==> config.mk <==
export PLATFORM = sky130hd
export DESIGN_NAME = serial_adder_subtractor
export DESIGN_NICKNAME = d
export VERILOG_FILES = /design/src/rtl/serial_adder_subtractor.sv
export SDC_FILE = /design/constraint.sdc
export NUM_CORES = 1
export LEC_CHECK = 0
export CAP_MARGIN = 20
export CORE_ASPECT_RATIO = 1.1
export CORE_MARGIN = 1
export CORE_UTILIZATION = 52
export CTS_BUF_LIST = sky130_fd_sc_hd__clkbuf_2
export DETAILED_ROUTE_END_ITERATION = 12
export PLACE_DENSITY = 0.86
export SLEW_MARGIN = 10
export SYNTH_ARGS = -nofsm -noshare
export SYNTH_HDL_FRONTEND = slang
export SYNTH_SLANG_ARGS = --single-unit
export TNS_END_PERCENT = 1
==> constraint.sdc <==
create_clock -name clk -period 1.64 [get_ports clk]
set_input_delay 0.246 -clock clk [delete_from_list [all_inputs] [get_ports clk]]
set_output_delay 0.246 -clock clk [all_outputs]
set_load 0.05 [all_outputs]
==> src/rtl/serial_adder_subtractor.sv <==
`default_nettype none
// ============================================================================
// serial_adder_subtractor : digit-serial two's-complement add/sub, LSB first
// Revision 1.0 - initial release
// ============================================================================
module serial_adder_subtractor #(
  parameter int WIDTH = 8,
  parameter int DIGIT = 1
) (
  input  logic             clk,
  input  logic             rst,
  input  logic             start,
  input  logic [WIDTH-1:0] A,
  input  logic [WIDTH-1:0] B,
  input  logic             subtract,
  output logic             busy,
  output logic             done,
  output logic [WIDTH-1:0] Result,
  output logic             Cout,
  output logic             Overflow,
  output logic             Zero
);

  localparam int L     = WIDTH / DIGIT;
  localparam int CNT_W = (L > 1) ? $clog2(L) : 1;
  localparam logic [CNT_W-1:0] LAST = CNT_W'(L - 1);

  typedef enum logic [1:0] {
    IDLE = 2'd0,
    BUSY = 2'd1,
    DONE = 2'd2
  } state_t;

  state_t state, state_next;

  logic [WIDTH-1:0] a_sh;
  logic [WIDTH-1:0] b_sh;
  logic             carry;
  logic             a_msb;
  logic             b_msb;
  logic [CNT_W-1:0] cnt;

  logic             accept;
  logic             last;
  logic [DIGIT:0]   digit_sum;
  logic [WIDTH-1:0] a_next;

  // a_sh doubles as the result register: sum digits enter at the top as
  // operand digits leave at the bottom, so after L steps it holds the result.
  always_comb begin
    accept    = start && (state != BUSY);
    last      = (state == BUSY) && (cnt == LAST);
    digit_sum = {1'b0, a_sh[DIGIT-1:0]} + {1'b0, b_sh[DIGIT-1:0]}
              + {{DIGIT{1'b0}}, carry};
  end

  generate
    if (DIGIT == WIDTH) begin : g_full
      assign a_next = digit_sum[DIGIT-1:0];
    end else begin : g_part
      assign a_next = {digit_sum[DIGIT-1:0], a_sh[WIDTH-1:DIGIT]};
    end
  endgenerate

  always_ff @(posedge clk) begin
    if (rst) begin
      state <= IDLE;
    end else begin
      state <= state_next;
    end
  end

  always_comb begin
    state_next = state;
    busy       = 1'b0;
    done       = 1'b0;
    case (state)
      IDLE: begin
        if (start) begin
          state_next = BUSY;
        end
      end
      BUSY: begin
        busy = 1'b1;
        if (cnt == LAST) begin
          state_next = DONE;
        end
      end
      DONE: begin
        done       = 1'b1;
        state_next = start ? BUSY : IDLE;
      end
      default: state_next = IDLE;
    endcase
  end

  always_ff @(posedge clk) begin
    if (rst) begin
      a_sh     <= '0;
      b_sh     <= '0;
      carry    <= 1'b0;
      a_msb    <= 1'b0;
      b_msb    <= 1'b0;
      cnt      <= '0;
      Result   <= '0;
      Cout     <= 1'b0;
      Overflow <= 1'b0;
      Zero     <= 1'b0;
    end else if (accept) begin
      // Subtraction is A + ~B + 1: invert B up front and seed the carry.
      a_sh  <= A;
      b_sh  <= B ^ {WIDTH{subtract}};
      carry <= subtract;
      a_msb <= A[WIDTH-1];
      b_msb <= B[WIDTH-1] ^ subtract;
      cnt   <= '0;
    end else if (state == BUSY) begin
      a_sh  <= a_next;
      b_sh  <= b_sh >> DIGIT;
      carry <= digit_sum[DIGIT];
      cnt   <= cnt + 1'b1;
      if (last) begin
        Result   <= a_next;
        Cout     <= digit_sum[DIGIT];
        Overflow <= (a_msb == b_msb) && (a_next[WIDTH-1] != a_msb);
        Zero     <= (a_next == '0);
      end
    end
  end

endmodule
`default_nettype wire

## Yosys cells after proc, flatten, opt, wreduce, memory -nomap -nowiden

Cells that the tools add are included.

- Output and inout port bits: 13
- Bits in registers: 35
- Logic and storage cells: 46

- Mux-type cells: 12
- Bitwise operators: 3
- Reductions and logical operators: 9
- Equality and inequality tests: 8
- Add/subtract/negate cells: 3

Operator list:

| operator | number |
|---|---|
| two-way mux 8 bit | 4 |
| logical NOT 8 bit | 1 |
| bitwise XOR 8 bit | 1 |
| case mux 2 bit (3 select lines) | 1 |
| two-way mux 1 bit | 5 |
| two-way mux 2 bit | 2 |
| inequality test 2 bit (second input constant) | 2 |
| adder 3 x 1 -> 3 bit (second input constant) | 1 |
| == test 3 bit (second input constant) | 1 |
| logical AND 1 bit | 3 |
| AND reduction 3 bit | 1 |
| adder 1 x 1 -> 2 bit | 1 |
| adder 2 x 1 -> 2 bit | 1 |
| == test 2 x 1 -> 1 bit (second input constant) | 1 |
| == test 2 bit (second input constant) | 1 |
| logical NOT 2 bit | 1 |
| inequality test 2 x 1 -> 1 bit (second input constant) | 1 |
| AND reduction 2 bit | 1 |
| nonzero test 2 bit | 1 |
| OR reduction 2 bit | 1 |
| == test 1 bit | 1 |
| inequality test 1 bit | 1 |
| NOT 1 bit | 1 |
| bitwise XOR 1 bit | 1 |

## Logic depth before layout (Yosys ltp)

- Word-level depth: 4
- Gate-level depth with buffers: 7
- Depth with buffers taken out: 5

## Least setup slack after synthesis

Ideal clock, no wire load.

- Path kind: register to register
- Start point: register a_sh[0]
- End point: register Overflow
- Required time: 1518 ps
- Cell stages (with the launch flop): 5
- Setup time: 122 ps
- Slack: 180 ps
- Arrival time: 1339 ps
- Cells stage by stage: dfxtp_1 fa_1 and3b_1 a211oi_1 nor3_1

- Word-level cells in the longest chain between the ends: 4

RTL lines:

| what | RTL line | source |
|---|---|---|
| from (decl) | 36 | `logic [WIDTH-1:0] a_sh;` |
| from (signal assigned) | 118 | `a_sh <= a_next;` |
| adder 1 x 1 -> 2 bit | 53 | `digit_sum = {1'b0, a_sh[DIGIT-1:0]} + {1'b0, b_sh[DIGIT-1:0]}` |
| adder 2 x 1 -> 2 bit | 54 | `+ {{DIGIT{1'b0}}, carry};` |
| via digit_sum[0] | 45 | `logic [DIGIT:0] digit_sum;` |
| inequality test 1 bit | 125 | `Overflow <= (a_msb == b_msb) && (a_next[WIDTH-1] != a_msb);` |
| logical AND 1 bit | 125 |  |
| to (signal assigned) | 125 |  |
| to (decl) | 20 | `output logic Overflow,` |

The timed path passes the listed nets, and every way through them passes these cells.
A chain may end at the register's enable or synchronous reset.

## Worst setup path in the final report

- Start point: register state[1]
- End point: output busy

- Word-level cells in the longest chain between the ends: 2

RTL lines:

| what | RTL line | source |
|---|---|---|
| from (decl) | 34 | `state_t state, state_next;` |
| from (signal assigned) | 69 | `state <= state_next;` |
| == test 2 x 1 -> 1 bit | 77 | `case (state)` |
| two-way mux 1 bit | 77 |  |
| to (decl) | 16 | `output logic busy,` |

No other way between the ends.

==> reports/results.ini <==
[cells_and_area]
nFillCells = 244
area_delta_synth_final_pct = 22.86
nNetsFinal = 232
n_antenna_cell = 0
drive_gt1_frac = 0.1762
final_cells = 243
final_cell_mix = 35 x dfxtp_1, 28 x nand2_1, 21 x nor2_1
layout.cells.most_common = dfxtp_1

[synth]
yosys.area_share.simple = 0.1705
synth_nets = 201
syn_area_um2 = 1593
yosysTopAreaCell = dfxtp_1
yosys-top-cells-area = dfxtp_1 44%, nand2_1 6.6%, mux2i_1 5.7%
synthMuxAreaShare = 0.05656
ys_ff_latch = 35
ys_seq_area_frac = 0.4399
synth_top_area_share = 0.4399
ys_warn_count = 0
ys_types = 30
synth_area_per_cell_um2 = 8.948
synth_compound_area_frac = 0.1948
synth_top_family_by_area = compound AO/OA/AOI/OAI gates
synthCells = 178
synthAdderAreaFrac = 0.02828
synthXorXnorAreaFrac = 0.04399

[sta]
hold_violations = 0
timing.final.crit_period_ns = 1.552
relSlewSlack = 0.7530
rsz0062_at_grt = no
finalSetupTns_ns = 0
drv_slew = 0
fin_crit_sh = 0.9463
setup_viol = 0
tightestPinTransition_ns = 0.3705
fmax_mhz = 644.3
finClkSkew_ns = 0.02047

[floorplan]
core_um2 = 2828
start_util = 0.5633
die_w_um = 54.77
num_rows = 20
die_y_um = 60.05
boundaryPins = 33
die-area_um2 = 3289

[setup_path]
cp-end-kind = output port
required_ns = 1.39
path_class = register to output port
critical_path.startpoint_type = register
crit_arrival_ns = 1.31
path_max_fanout = 20

[place]
place.gp.congestion = 0.7246
hpwl_um = 2308
dp.cells = 235
portBuffers = 32

[cts]
worst_skew_pair.late_latency_ns = 0.38
post_cts_buffers = 0
cts-root-buf = clkbuf_2
clk_path_buf_depth = 2
path_clk_slew_ns = 0.16
cts_made_buffers = 5
cts_max_level = 2
clock-sinks = 35
tritoncts = built
hold_buffers = 0
cts_resized = 0

[worst_hold_path]
hold_class = register to register

[detailed_routing]
drtPass1Iterations = 4
num_vias = 1331
top_layer = met4
avgViaCountPerCell = 5.477
route.detailed.drc = 0
wl_met3_um = 141
wl_per_cell_um = 12.96
met2_length_um = 1640
first_iter_violations = 13
wirelength_um = 3150
m1WireLength_um = 1343
drtAntennaViolNets = 0

[grt]
grt_max_degree = 30
antenna_found_initial = 0
grt_pass1_wl_um = 5285
grt_usage = 0.2235
grt_pass1_vias = 1291
overflow = 0

[power]
ir_drop_mv = 0.6829
p_leak_nw = 0.7901
p_per_area_nw_per_um2 = 832.6

[run_status]
status = finished clean

[run]
max_cap_viol_count = 0

[cell type report]
class                      instances  area [um^2]  share of cell area
tap                               33        41.29             0.02110
clock buffer                       7        35.03             0.01790
sequential                        35        700.7              0.3581
clock inverter                     1        5.005            0.002558
multi-input combinational        126        787.0              0.4022
inverter                           2        10.01            0.005115
timing repair buffer              39        377.9              0.1931
[critical path: stages (launching register included)]
cell,delay (ns)
dfxtp_1,0.36
nand2b_1,0.20
inv_4,0.21
buf_12,0.17
[path summary, 6_finish.rpt]
kind / to / cells after the start / start / slack [ns]
worst min-delay path: Result[0] / 2 / Result[0] / 0.47
worst max register to register: Zero / 5 / carry / 0.14
worst max-delay path: busy / 3 / state[1] / 0.09
worst min register to register: Result[0] / 2 / Result[0] / 0.47
[cells in the mapped netlist, drive strengths merged]
| cell | count |
|---|---|
| ha | 2 |
| nor3 | 1 |
| fa | 1 |
| inv | 2 |
| xnor2 | 8 |
| o22a | 1 |
| buf | 14 |
| clkbuf | 1 |
| nand3b | 1 |
| nand3 | 5 |
| nor4 | 2 |
| nor2b | 1 |
| a211o | 7 |
| mux2i | 9 |
| a311oi | 1 |
| dfxtp | 35 |
| nand2 | 28 |
| or2b | 1 |
| nand2b | 1 |
| a211oi | 10 |
| a21oi | 22 |
| a2111oi | 1 |
| and3b | 2 |
| nor2 | 21 |
| o21ai | 1 |
[state kept, by name (all words and copies together) (netlist names)]
register / count
state: 2
carry: 1
b_msb: 1
cnt: 3
Cout: 1
Result: 8
a_sh: 8
Zero: 1
a_msb: 1
Overflow: 1
b_sh: 8
[through the flow]
step	setup slack (ns)	hold WS, ns	utilization	cell area [um^2]	total power [mW]
6_report	0.08802	0.4672	0.6920	1957	1.629
5_1_grt	0.001291	0.4769	0.6920	1957	1.705
4_1_cts	0.07042	0.4672	0.6920	1957	1.637
3_5_place_dp	0.1155	0.4502	0.6779	1917	1.256
3_3_place_gp	0.1732	0.4439	0.6779	1917	1.238
2_1_floorplan	0.1796	0.3937	-	1593	1.155
[layer usage]
| layer | GRT usage | up-vias |
|---|---|---|
| li1 | - | 676 |
| met1 | 0.2327 | 617 |
| met2 | 0.4148 | 34 |
| met3 | 0.06870 | 4 |
| met4 | 0.06227 | 0 |
| met5 | 0 | - |
[power by group]
| part | total, mW | leakage, nW | switching, mW | internal [mW] |
|---|---|---|---|---|
| registers | 0.938 | 0.287 | 0.0393 | 0.899 |
| logic | 0.299 | 0.470 | 0.144 | 0.155 |
| clock network | 0.393 | 0.0330 | 0.276 | 0.116 |
| total | 1.63 | 0.790 | 0.460 | 1.17 |
[kinds of logic after synthesis]
group | after synthesis
adder cells (fa/ha/maj) | 3
AO/OA/AOI/OAI | 43
buffers and inverters | 17
XOR/XNOR | 8
AND/OR/NAND/NOR | 63
flip-flops | 35
multiplexers | 9
(Power assumes the default switching activity.)
==> RTL edit, RTL diff (same flow settings) <==
The 3 states of `state_t` get a one-hot encoding in 3 bits.
--- a/src/rtl/serial_adder_subtractor.sv
+++ b/src/rtl/serial_adder_subtractor.sv
@@ -25,10 +25,10 @@
   localparam int CNT_W = (L > 1) ? $clog2(L) : 1;
   localparam logic [CNT_W-1:0] LAST = CNT_W'(L - 1);
 
-  typedef enum logic [1:0] {
-    IDLE = 2'd0,
-    BUSY = 2'd1,
-    DONE = 2'd2
+  typedef enum logic [2:0] {
+    IDLE = 3'b001,
+    BUSY = 3'b010,
+    DONE = 3'b100
   } state_t;
 
   state_t state, state_next;
Formal check against the unedited RTL: no difference found for any inputs over 10 cycles, from zero or initial values and one cycle with rst high; not proved beyond that.
==> RTL edit against the unedited design <==
The run now ends with negative setup slack left. Sequential power is 0.9% higher. Sequential cell count is 1 higher. Worst setup slack worse by 0.10 ns. Cell area is 11% higher. Routed wire length is 12% higher. Core utilization is 6.8 points higher. Die area is 1.2% higher. Via count is 8.2% higher. Total power is 7.7% higher. Synthesized area is 1.3% higher. Combinational power is 11% lower. Sequential share of layout area is 2.0 points lower. Largest cell class unchanged. Highest routed layer unchanged.
==> RTL edit: results (changes against the unedited design) <==
- The portion of netlist area occupied by mux cells was 0.0652 (+0.00861).
- The final total negative setup slack was -0.0160 ns (-0.0160 ns).
- Adder-Cell Fraction of Synth Area: 0.0279 (-0.000351)
- Max IR drop VDD: 0.768 mV (+13%)
- Startpoint of the worst setup timing path: state[0]
- Worst rel slew slack: 0.748 (-0.00487)
- Slowest library cell on the worst path: sky130_fd_sc_hd__or3b_4
- Top cells by area in the synthesized netlist: sky130_fd_sc_hd__dfxtp_1 45%, sky130_fd_sc_hd__a21oi_1 6.5%, sky130_fd_sc_hd__nand2_1 6.5%
- Outcome: finished, violations left
- The total met3 wirelength after detailed routing was 198 µm (+40%).
* Met3 Use GR: 0.0677 (-0.00103)
* Worst-case hold slack: 0.468 ns (+0.00103 ns)
- The routed length per placed instance came to 13.5 µm (+4.3%).
* Routing usage on met2: 0.418 (+0.00344)
* Length in cells of the worst reg-to-reg path: 6 (+1)
- Ranked by instance count, the synthesized netlist is headed by 36 x sky130_fd_sc_hd__dfxtp_1, 28 x sky130_fd_sc_hd__nand2_1, 22 x sky130_fd_sc_hd__nor2_1.
* Delay of the slowest cell on the worst path: 0.43 ns (+0.07 ns)
- The setup slack of the critical path after layout is -0.0160 ns (-0.104 ns).
* Dpl cells: 243 (+3.4%)
- Number of buffers inserted to repair setup after CTS: 2 (+2)
- Violations in the final reports: negative setup slack
- The data arrival time at the worst-slack endpoint was 1.41 ns (+0.10 ns).
- The initial detailed-routing violation count was 40 (+27).
* Final setup fails: 1 (+1)
* Cell count after synthesis: 182 (+2.2%)
## RTL edit: cell count changes after synthesis, moves of 3 or more
cell | unedited run | this run
sky130_fd_sc_hd__buf_2 | 7 | 4
sky130_fd_sc_hd__a21oi_2 | 7 | 0
sky130_fd_sc_hd__a21oi_1 | 15 | 21
sky130_fd_sc_hd__clkbuf_1 | 1 | 5
## RTL edit: logic make-up (layout without fill, tap and decap cells)
group           Yosys count  after routing
mux                      10             10
simple gates             64             64
compound gates           43             43
buf+inv                  17             62
flops                    36             36
fa+ha+maj                 3              3
xor+xnor                  9              9
## RTL edit: through the flow
step                      cell area [µm²]  total power, mW
after floorplan                      1620             1.11
after global placement               2000             1.20
after detailed placement             2000             1.22
after CTS                            2090             1.74
after global routing                 2170             1.83
final                                2170             1.75
## RTL edit: final cells by class
cell class | count | share of cell area
multi-input combinational | 129 | 0.377
sequential | 36 | 0.338
timing repair buffer | 52 | 0.231
tap | 33 | 0.0190
clock inverter | 3 | 0.0173
clock buffer | 5 | 0.0115
inverter | 2 | 0.00577
## RTL edit: power groups by stage
stage                     logic [mW]  registers (mW)  clock network, mW
final                          0.267           0.946              0.540
after global routing           0.290           0.953              0.584
after CTS                      0.259           0.948              0.538
after detailed placement       0.248           0.969                  0
after global placement         0.238           0.966                  0
after floorplan                0.152           0.960                  0
## RTL edit: worst reg2reg max path, stage by stage, from the launching register on
cell and delay [ns]:
sky130_fd_sc_hd__dfxtp_2 0.39, sky130_fd_sc_hd__ha_1 0.16, sky130_fd_sc_hd__ha_2 0.18, sky130_fd_sc_hd__or4bb_4 0.48, sky130_fd_sc_hd__buf_6 0.15, sky130_fd_sc_hd__nand2_1 0.06, sky130_fd_sc_hd__a21oi_1 0.08
